==> src/rtl/mem_arb_pkg.sv <==
// Shared types and constants for the two-port memory arbiter.
// Holds the response-owner FSM encoding and the starve counter width.
package mem_arb_pkg;

    localparam int unsigned CntWidth = 4;
    localparam logic [CntWidth-1:0] CntMax = '1;

    typedef enum logic [1:0] {
        StIdle   = 2'd0,
        StIfResp = 2'd1,
        StDmResp = 2'd2
    } resp_state_e;

endpackage

==> src/rtl/starve_counter.sv <==
// Saturating fetch-denial counter; match flags the cycle fetch must be forced through.
module starve_counter
    import mem_arb_pkg::*;
#(
    parameter int unsigned Terminal = 4
) (
    input  logic clk,
    input  logic reset,
    input  logic inc,
    input  logic clr,
    output logic match
);

    logic [CntWidth-1:0] count_q, count_d;

    always_comb begin
        count_d = count_q;
        if (clr) begin
            count_d = '0;
        end else if (inc && (count_q != CntMax)) begin
            count_d = count_q + 1'b1;
        end
    end

    always_ff @(posedge clk) begin
        if (reset) begin
            count_q <= '0;
        end else begin
            count_q <= count_d;
        end
    end

    assign match = (count_q == CntWidth'(Terminal));

endmodule

==> src/rtl/mem_arbiter.sv <==
// Fetch/data arbiter in front of a single-port synchronous RAM.
// Data wins by default; a starved fetch is forced through once the denial count hits STARVE_MAX.
module mem_arbiter
    import mem_arb_pkg::*;
#(
    parameter int unsigned STARVE_MAX = 4
) (
    input  logic        clk,
    input  logic        reset,
    input  logic        if_req,
    input  logic [31:0] if_addr,
    input  logic        if_flush,
    output logic [31:0] if_rdata,
    output logic        if_valid,
    input  logic        dm_req,
    input  logic        dm_we,
    input  logic [31:0] dm_addr,
    input  logic [31:0] dm_wdata,
    output logic [31:0] dm_rdata,
    output logic        dm_valid,
    output logic        if_stall,
    output logic        dm_stall,
    output logic        ram_cs,
    output logic        ram_oe,
    output logic        ram_we,
    output logic [31:0] ram_addr,
    output logic [31:0] ram_din,
    input  logic [31:0] ram_dout
);

    resp_state_e state_q, state_d;
    logic        we_q, we_d;
    logic        if_grant, dm_grant;
    logic        starve_hit;

    starve_counter #(
        .Terminal(STARVE_MAX)
    ) u_starve (
        .clk  (clk),
        .reset(reset),
        .inc  (if_req && !if_grant),
        .clr  (if_grant || !if_req),
        .match(starve_hit)
    );

    // No grants while reset is held so nothing reaches the RAM or the response FSM.
    always_comb begin
        if_grant = 1'b0;
        dm_grant = 1'b0;
        if (!reset) begin
            if (if_req && (starve_hit || !dm_req)) begin
                if_grant = 1'b1;
            end else if (dm_req) begin
                dm_grant = 1'b1;
            end
        end
    end

    assign if_stall = if_req && !if_grant && !reset;
    assign dm_stall = dm_req && !dm_grant && !reset;

    always_comb begin
        ram_cs   = 1'b0;
        ram_oe   = 1'b0;
        ram_we   = 1'b0;
        ram_addr = '0;
        ram_din  = '0;
        if (if_grant) begin
            ram_cs   = 1'b1;
            ram_oe   = 1'b1;
            ram_addr = if_addr;
        end else if (dm_grant) begin
            ram_cs   = 1'b1;
            ram_we   = dm_we;
            ram_oe   = !dm_we;
            ram_addr = dm_addr;
            ram_din  = dm_we ? dm_wdata : '0;
        end
    end

    always_comb begin
        state_d = StIdle;
        we_d    = 1'b0;
        if (if_grant) begin
            state_d = StIfResp;
        end else if (dm_grant) begin
            state_d = StDmResp;
            we_d    = dm_we;
        end
    end

    always_ff @(posedge clk) begin
        if (reset) begin
            state_q <= StIdle;
            we_q    <= 1'b0;
        end else begin
            state_q <= state_d;
            we_q    <= we_d;
        end
    end

    // Reset in the response cycle drops the pending strobe.
    always_comb begin
        if_valid = (state_q == StIfResp) && !if_flush && !reset;
        dm_valid = (state_q == StDmResp) && !reset;
        if_rdata = if_valid ? ram_dout : '0;
        dm_rdata = (dm_valid && !we_q) ? ram_dout : '0;
    end

endmodule

==> config.mk <==
export PLATFORM = sky130hd
export DESIGN_NAME = mem_arbiter
export DESIGN_NICKNAME = d
export VERILOG_FILES = /design/src/rtl/mem_arb_pkg.sv /design/src/rtl/starve_counter.sv /design/src/rtl/mem_arbiter.sv
export SDC_FILE = /design/constraint.sdc
export NUM_CORES = 1
export LEC_CHECK = 0
export ABC_AREA = 1
export CORE_AREA = 4 4 103 105
export CTS_CLUSTER_SIZE = 25
export DETAILED_ROUTE_END_ITERATION = 10
export DIE_AREA = 0 0 107 109
export SETUP_SLACK_MARGIN = 0.02
export SLEW_MARGIN = 10
export SYNTH_ARGS = -nofsm -noshare
export SYNTH_HDL_FRONTEND = slang
export SYNTH_SLANG_ARGS = --single-unit
==> constraint.sdc <==
create_clock -name clk -period 3.2 [get_ports clk]
set_clock_uncertainty 0.2 [all_clocks]
set_input_delay 0.64 -clock clk [delete_from_list [all_inputs] [get_ports clk]]
set_output_delay 0.64 -clock clk [all_outputs]
set_load 0.005 [all_outputs]
==> run summary, run 1 <==
Routability Congestion: 0.827
Worst R2R Setup Slack: 1.57 ns
TritonCTS clock tree: yes
Post-Synth Adder-Cell Area: 0.0170
Remaining Overflow, GRT: 0
Worst-Margin Slew: 0.280 ns
Cell Rows: 36
Total CTS buffers: 3
Yosys reg bits: 7
Final cell count without fillers: 729
Worst hold path type: reg -> reg
Via Count: 2889
Nets: 733
Yosys warning count: 0
Final WL: 9.00 mm
Mapped Nets: 466
DP HPWL: 7.76 mm
Largest family of logic cells by synthesized area: simple AND/OR/NAND/NOR gates
Worst Hold Launch: u_starve.count_q[0]
CP top delay family: buffers and inverters
Die height: 109 µm
Yosys top cell area share: 0.342
Post-Place Cells: 723
Largest net degree at the start of global routing: 37
Netlist cell types: 20
Largest buffer count on any clock path: 2
RR Startpoint: u_starve.count_q[0]
Worst Hold Depth: 2
GRT Util Overall: 0.136
Top-count cell post-synth: nand2_1
Worst hold margin: 0.285 ns
PwrDens: 134 nW/µm²
Leakage: 2.07 nW
Mux cell area share after synthesis: 0
Setup violators final: 0
DR iter-0 viols: 112
Max frequency: 0.334 GHz
Clk Latency, worst-skew pair: 0.22 ns
Simple-Gate Fraction of Synth Area: 0.675
Vias in the first global route: 2853
I/O Pins: 269
First-pass GRT wire length: 12.9 mm
Syn_area_per_cell: 4.46 µm²
Antenna violations before repair: 0
Final Hold Fails: 0
Sum Neg Setup Slack: 0 ns
Gate Count Post-Synth: 330
Slew HR: 0.813
Avg WL per Cell: 12.3 µm
DRC: 0
Final setup margin: 0.203 ns
XOR/XNOR share of the synthesized area: 0
CP arrival: 2.16 ns
Critical path capture point type: output port
TritonRoute pass-1 iters: 4
Leading area contributor after synthesis: nand2_1
Port Buffers: 268
CP max stage cell: clkdlybuf4s50_1
Cell area after synthesis: 1470 µm²
Final Util: 0.464
Worst VDD drop: 0.0883 mV
Share of layout cells above drive strength 1: 0.0436
CP Class: in -> out
Post-synth top cells: 134 x nand2_1, 106 x nor2_1, 43 x inv_1, 7 x clkbuf_1, 7 x dfxtp_1
CP Data Required Time: 2.36 ns
Max incr delay on CP: 0.52 ns
Top fanout value on the critical path: 32
Hold buffer count at cts: 0
Final ANT Viol Nets: 0
Worst R2R End: u_starve.count_q[1]
Max_cap viols: 0
Initial Utilization: 0.153
Startpoint types: primary input
Die Width: 107 µm
Pre-CTS WS: -0.0526 ns
Worst-path clk slew: 0.04 ns
Compound-Gate Fraction of Synth Area: 0.0170
Crit-path cells: clkdlybuf4s50_1 -> nor2_1 -> and3_1 -> inv_1 -> buf_12 -> nor2_1 -> clkdlybuf4s50_1
WHS Endpoint: u_starve.count_q[0]
# diodes: 0
Core Region: 9640 µm²
Main synth FF type: dfxtp_1
Clock sink count: 7
Htree depth: 1
Status: completed
Clock Root Buffer: clkbuf_8
Number of flops mapped to enable cells by yosys: 0
Seq/Total Area, Yosys: 0.0953
Area growth syn-to-layout: 204%
Final Slew Violations: 0
Ranking of synthesized cells by area: nand2_1 34%, nor2_1 27%, inv_1 11%
Vias per cell: 3.96
Final period utilization: 0.937
Worst Reg-to-Reg Cells: 9
RSZ-0062 raised after global routing: false
WP buf/inv: 4
Period minus WS final: 3.00 ns
Async S/R FF share, synth: 0
Die Footprint: 11700 µm²
registers in the layout (all words and copies together) (netlist names):
signal / count
state_q: 2
u_starve.count_q: 4
we_q: 1
placed cells by master, fill, tap and decap left out, types with 2 or more instances in the layout:
| cell type | Yosys | routed |
|---|---|---|
| nand3_4 | 1 | 2 |
| inv_1 | 43 | 42 |
| ha_1 | 2 | 2 |
| buf_12 | 0 | 5 |
| dlymetal6s2s_1 | 0 | 5 |
| dfxtp_1 | 7 | 7 |
| nand2_1 | 134 | 134 |
| nand4_1 | 2 | 2 |
| buf_4 | 3 | 6 |
| nor2_1 | 106 | 106 |
| o21ai_0 | 2 | 2 |
| inv_2 | 2 | 2 |
| nand2_2 | 2 | 2 |
| a21oi_1 | 3 | 3 |
| clkdlybuf4s50_1 | 0 | 262 |
| clkbuf_8 | 0 | 3 |
| nand3_1 | 2 | 2 |
metal layers:
layer | track usage | up-vias | wire (µm)
met5 | 0 | - | 0
met2 | 0.288 | 167 | 4790
li1 | - | 1474 | -
met3 | 0.0580 | 4 | 1080
met1 | 0.121 | 1244 | 3070
met4 | 0.0164 | 0 | 53
through the flow:
step / total power, mW / area (µm²)
2_1_floorplan: 0.188 / 1470
3_3_place_gp: 0.472 / 4350
3_5_place_dp: 0.474 / 4350
4_1_cts: 0.607 / 4410
5_1_grt: 0.644 / 4470
6_report: 0.598 / 4470
where the power goes:
| part | internal, mW | switching, mW | total, mW | leakage [nW] |
|---|---|---|---|---|
| Clock | 0.0861 | 0.0375 | 0.124 | 0.0228 |
| Sequential | 0.0899 | 0.00112 | 0.0910 | 0.0570 |
| Combinational | 0.258 | 0.125 | 0.384 | 1.99 |
| Total | 0.434 | 0.164 | 0.598 | 2.07 |
worst max path at each step:
stage,startpoint,endpoint,slack (ns),cells after the start
3_5_place_dp,reset,ram_addr[19],-0.05,8
2_1_floorplan,reset,if_rdata[10],1.04,5
6_report,if_flush,if_rdata[16],0.20,7
4_1_cts,reset,ram_addr[18],0.005,9
5_1_grt,if_flush,if_rdata[3],0.06,7
3_3_place_gp,reset,ram_addr[25],-0.02,8
final cells by class:
cell class / count / area, µm²
Clock buffer: 4 / 45.0
Fill cell: 1033 / 5170
Inverter: 46 / 190
Multi-Input combinational cell: 258 / 1050
Sequential cell: 7 / 140
Tap cell: 133 / 166
Timing Repair Buffer: 281 / 2880
what timing repair did:
action                     CTS  global route
buffers inserted             1             0
setup endpoints to repair   33            36
resized for setup            5            10
gates cloned                 0             1
cells by family after synthesis:
group           Yosys count
flops                     7
simple gates            251
buf+inv                  65
compound gates            5
fa+ha+maj                 2
worst min-delay path: stages, from the launching register on:
cell     delay, ns
dfxtp_1       0.32
nand2_1       0.07
a21oi_1       0.05
Note: power is estimated with default switching activity, not from simulation.
==> run 2: changes to the inputs <==
--- a/config.mk
+++ b/config.mk
@@ -10,6 +10,7 @@
 export CTS_CLUSTER_SIZE = 25
 export DETAILED_ROUTE_END_ITERATION = 10
 export DIE_AREA = 0 0 107 109
+export REMOVE_ABC_BUFFERS = 1
 export SETUP_SLACK_MARGIN = 0.02
 export SLEW_MARGIN = 10
 export SYNTH_ARGS = -nofsm -noshare
==> run summary, run 2 (synthesized netlist as in run 1, its figures left out) <==
Vias in the first global route: 2768 (-3.0%)
Post-Place Cells: 723 (unchanged)
Initial Utilization: 0.153 (unchanged)
Startpoint types: primary input
Largest net degree at the start of global routing: 35 (-5.4%)
Most frequent cells in the layout: 233 x clkdlybuf4s50_1, 134 x nand2_1, 105 x nor2_1
Cell Rows: 36 (unchanged)
Biggest registers after layout: u_starve.count_q: 4 flops, state_q: 2 flops, we_q: 1 flops
Worst-Margin Slew: 0.198 ns (-0.0823 ns)
Clock Root Buffer: clkbuf_8
Setup violators final: 0 (unchanged)
Core Region: 9640 µm² (unchanged)
Period minus WS final: 3.11 ns (+0.118 ns)
Nets: 733 (unchanged)
Final cell count without fillers: 729 (unchanged)
Largest buffer count on any clock path: 2 (unchanged)
DR iter-0 viols: 81 (-28%)
DP HPWL: 8.64 mm (+11%)
Worst R2R Setup Slack: 1.59 ns (+0.02 ns)
CP Data Required Time: 2.36 ns (about the same)
Clk Latency, worst-skew pair: 0.23 ns (about the same)
Worst VDD drop: 0.0771 mV (-13%)
Slew HR: 0.868 (+0.0548)
GRT Util Overall: 0.147 (+0.0103)
PwrDens: 133 nW/µm² (-0.99%)
Biggest register: u_starve.count_q
# diodes: 0 (unchanged)
CP arrival: 2.27 ns (+0.11 ns)
Multi-input logic area: 1050 µm² (unchanged)
Worst hold margin: 0.302 ns (+0.0173 ns)
Final ANT Viol Nets: 0 (unchanged)
Final Slew Violations: 0 (unchanged)
Final Util: 0.469 (+0.00558)
Total CTS buffers: 3 (unchanged)
Crit-path cells: clkdlybuf4s50_1 -> nand2_2 -> nand2_2 -> nand3_4 -> buf_12 -> nor2_1 -> clkdlybuf4s50_1
Max FFs per register: 4 (unchanged)
CP max stage cell: clkdlybuf4s50_1
TritonCTS clock tree: yes
Remaining Overflow, GRT: 0 (unchanged)
CP Class: in -> out
Area growth syn-to-layout: 208%
Max incr delay on CP: 0.53 ns (about the same)
Avg WL per Cell: 13.4 µm (+8.2%)
CP top delay family: buffers and inverters
Port Buffers: 268 (unchanged)
Leakage: 2.60 nW (+26%)
Fill count: 1047 (+1.4%)
Top fanout value on the critical path: 30 (-6.3%)
Final period utilization: 0.973 (+0.0368)
Met2 GRT Util: 0.310 (+0.0220)
Hold buffer count at cts: 0 (unchanged)
TritonRoute pass-1 iters: 4 (unchanged)
I/O Pins: 269 (unchanged)
Grt met1 use: 0.130 (+0.00842)
Clock sink count: 7 (unchanged)
Final WL: 9.74 mm (+8.2%)
Max frequency: 0.321 GHz (-3.8%)
Critical path capture point type: output port
Vias per cell: 3.94 (-0.62%)
Die Width: 107 µm (unchanged)
RSZ-0062 raised after global routing: true
Antenna violations before repair: 0 (unchanged)
GR Util met3: 0.0580 (unchanged)
Share of layout cells above drive strength 1: 0.0487 (+0.00503)
Worst-path clk slew: 0.05 ns (about the same)
WP buf/inv: 3 (-1)
Htree depth: 1 (unchanged)
Routability Congestion: 0.806 (-2.5%)
Die height: 109 µm (unchanged)
Worst hold path type: reg -> reg
Leading cell type in the layout, fill and taps excluded: clkdlybuf4s50_1
Via Count: 2871 (-0.62%)
Die Footprint: 11700 µm² (unchanged)
Max_cap viols: 0 (unchanged)
DRC: 0 (unchanged)
First-pass GRT wire length: 13.7 mm (+5.9%)
Final Hold Fails: 0 (unchanged)
Status: completed
Top Usage Layer GRT: met2
Area occupied by registers: 140 µm² (unchanged)
## run 2: worst register-to-register path, stage by stage (launching register included)
cell     delay (ns)
dfxtp_1        0.37
inv_1          0.09
ha_1           0.21
nand3_2        0.09
nand2_2        0.07
nand2_2        0.07
nand3_4        0.15
buf_12         0.21
nor2_1         0.08
## run 2: path summary, 6_finish.rpt
kind	startpoint	endpoint	depth (start not counted)
setup / recovery	dm_req	ram_din[4]	7
hold / removal	u_starve.count_q[0]	u_starve.count_q[0]	2
setup reg to reg	u_starve.count_q[0]	we_q	8
hold reg to reg	u_starve.count_q[0]	u_starve.count_q[0]	2
## run 2: through the flow
step / cell area [µm²] / power (mW) / setup slack [ns] / setup TNS [ns]
2_1_floorplan: 1360 / 0.174 / 0.830 / 0
3_3_place_gp: 4340 / 0.472 / -0.00597 / -0.00597
3_5_place_dp: 4340 / 0.476 / -0.0200 / -0.0847
4_1_cts: 4390 / 0.607 / -0.0224 / -0.107
5_1_grt: 4520 / 0.637 / 0.0109 / 0
6_report: 4520 / 0.600 / 0.0853 / 0
## run 2: layout make-up
class / instances / area share
Sequential cell: 7 / 0.0310
Clock buffer: 3 / 0.00913
Timing Repair Buffer: 281 / 0.649
Inverter: 46 / 0.0415
Clock inverter: 1 / 0.00111
Tap cell: 133 / 0.0368
Multi-Input combinational cell: 258 / 0.232
## run 2: repair_timing
| item | CTS | global route |
|---|---|---|
| setup endpoints to repair | 26 | 77 |
| pin swaps | 0 | 1 |
| buffers inserted | 0 | 2 |
| gates resized for setup | 1 | 45 |
## run 2: layer usage
metal | part of all wire | wire length (µm)
met5 | 0 | 0
met4 | 0.0098 | 95
met3 | 0.12 | 1170
met2 | 0.54 | 5270
met1 | 0.33 | 3200
## run 2: power breakdown
| group | total [mW] | internal, mW | switching, mW |
|---|---|---|---|
| Sequential | 0.0912 | 0.0897 | 0.00150 |
| Combinational | 0.380 | 0.254 | 0.127 |
| Clock | 0.128 | 0.0847 | 0.0432 |
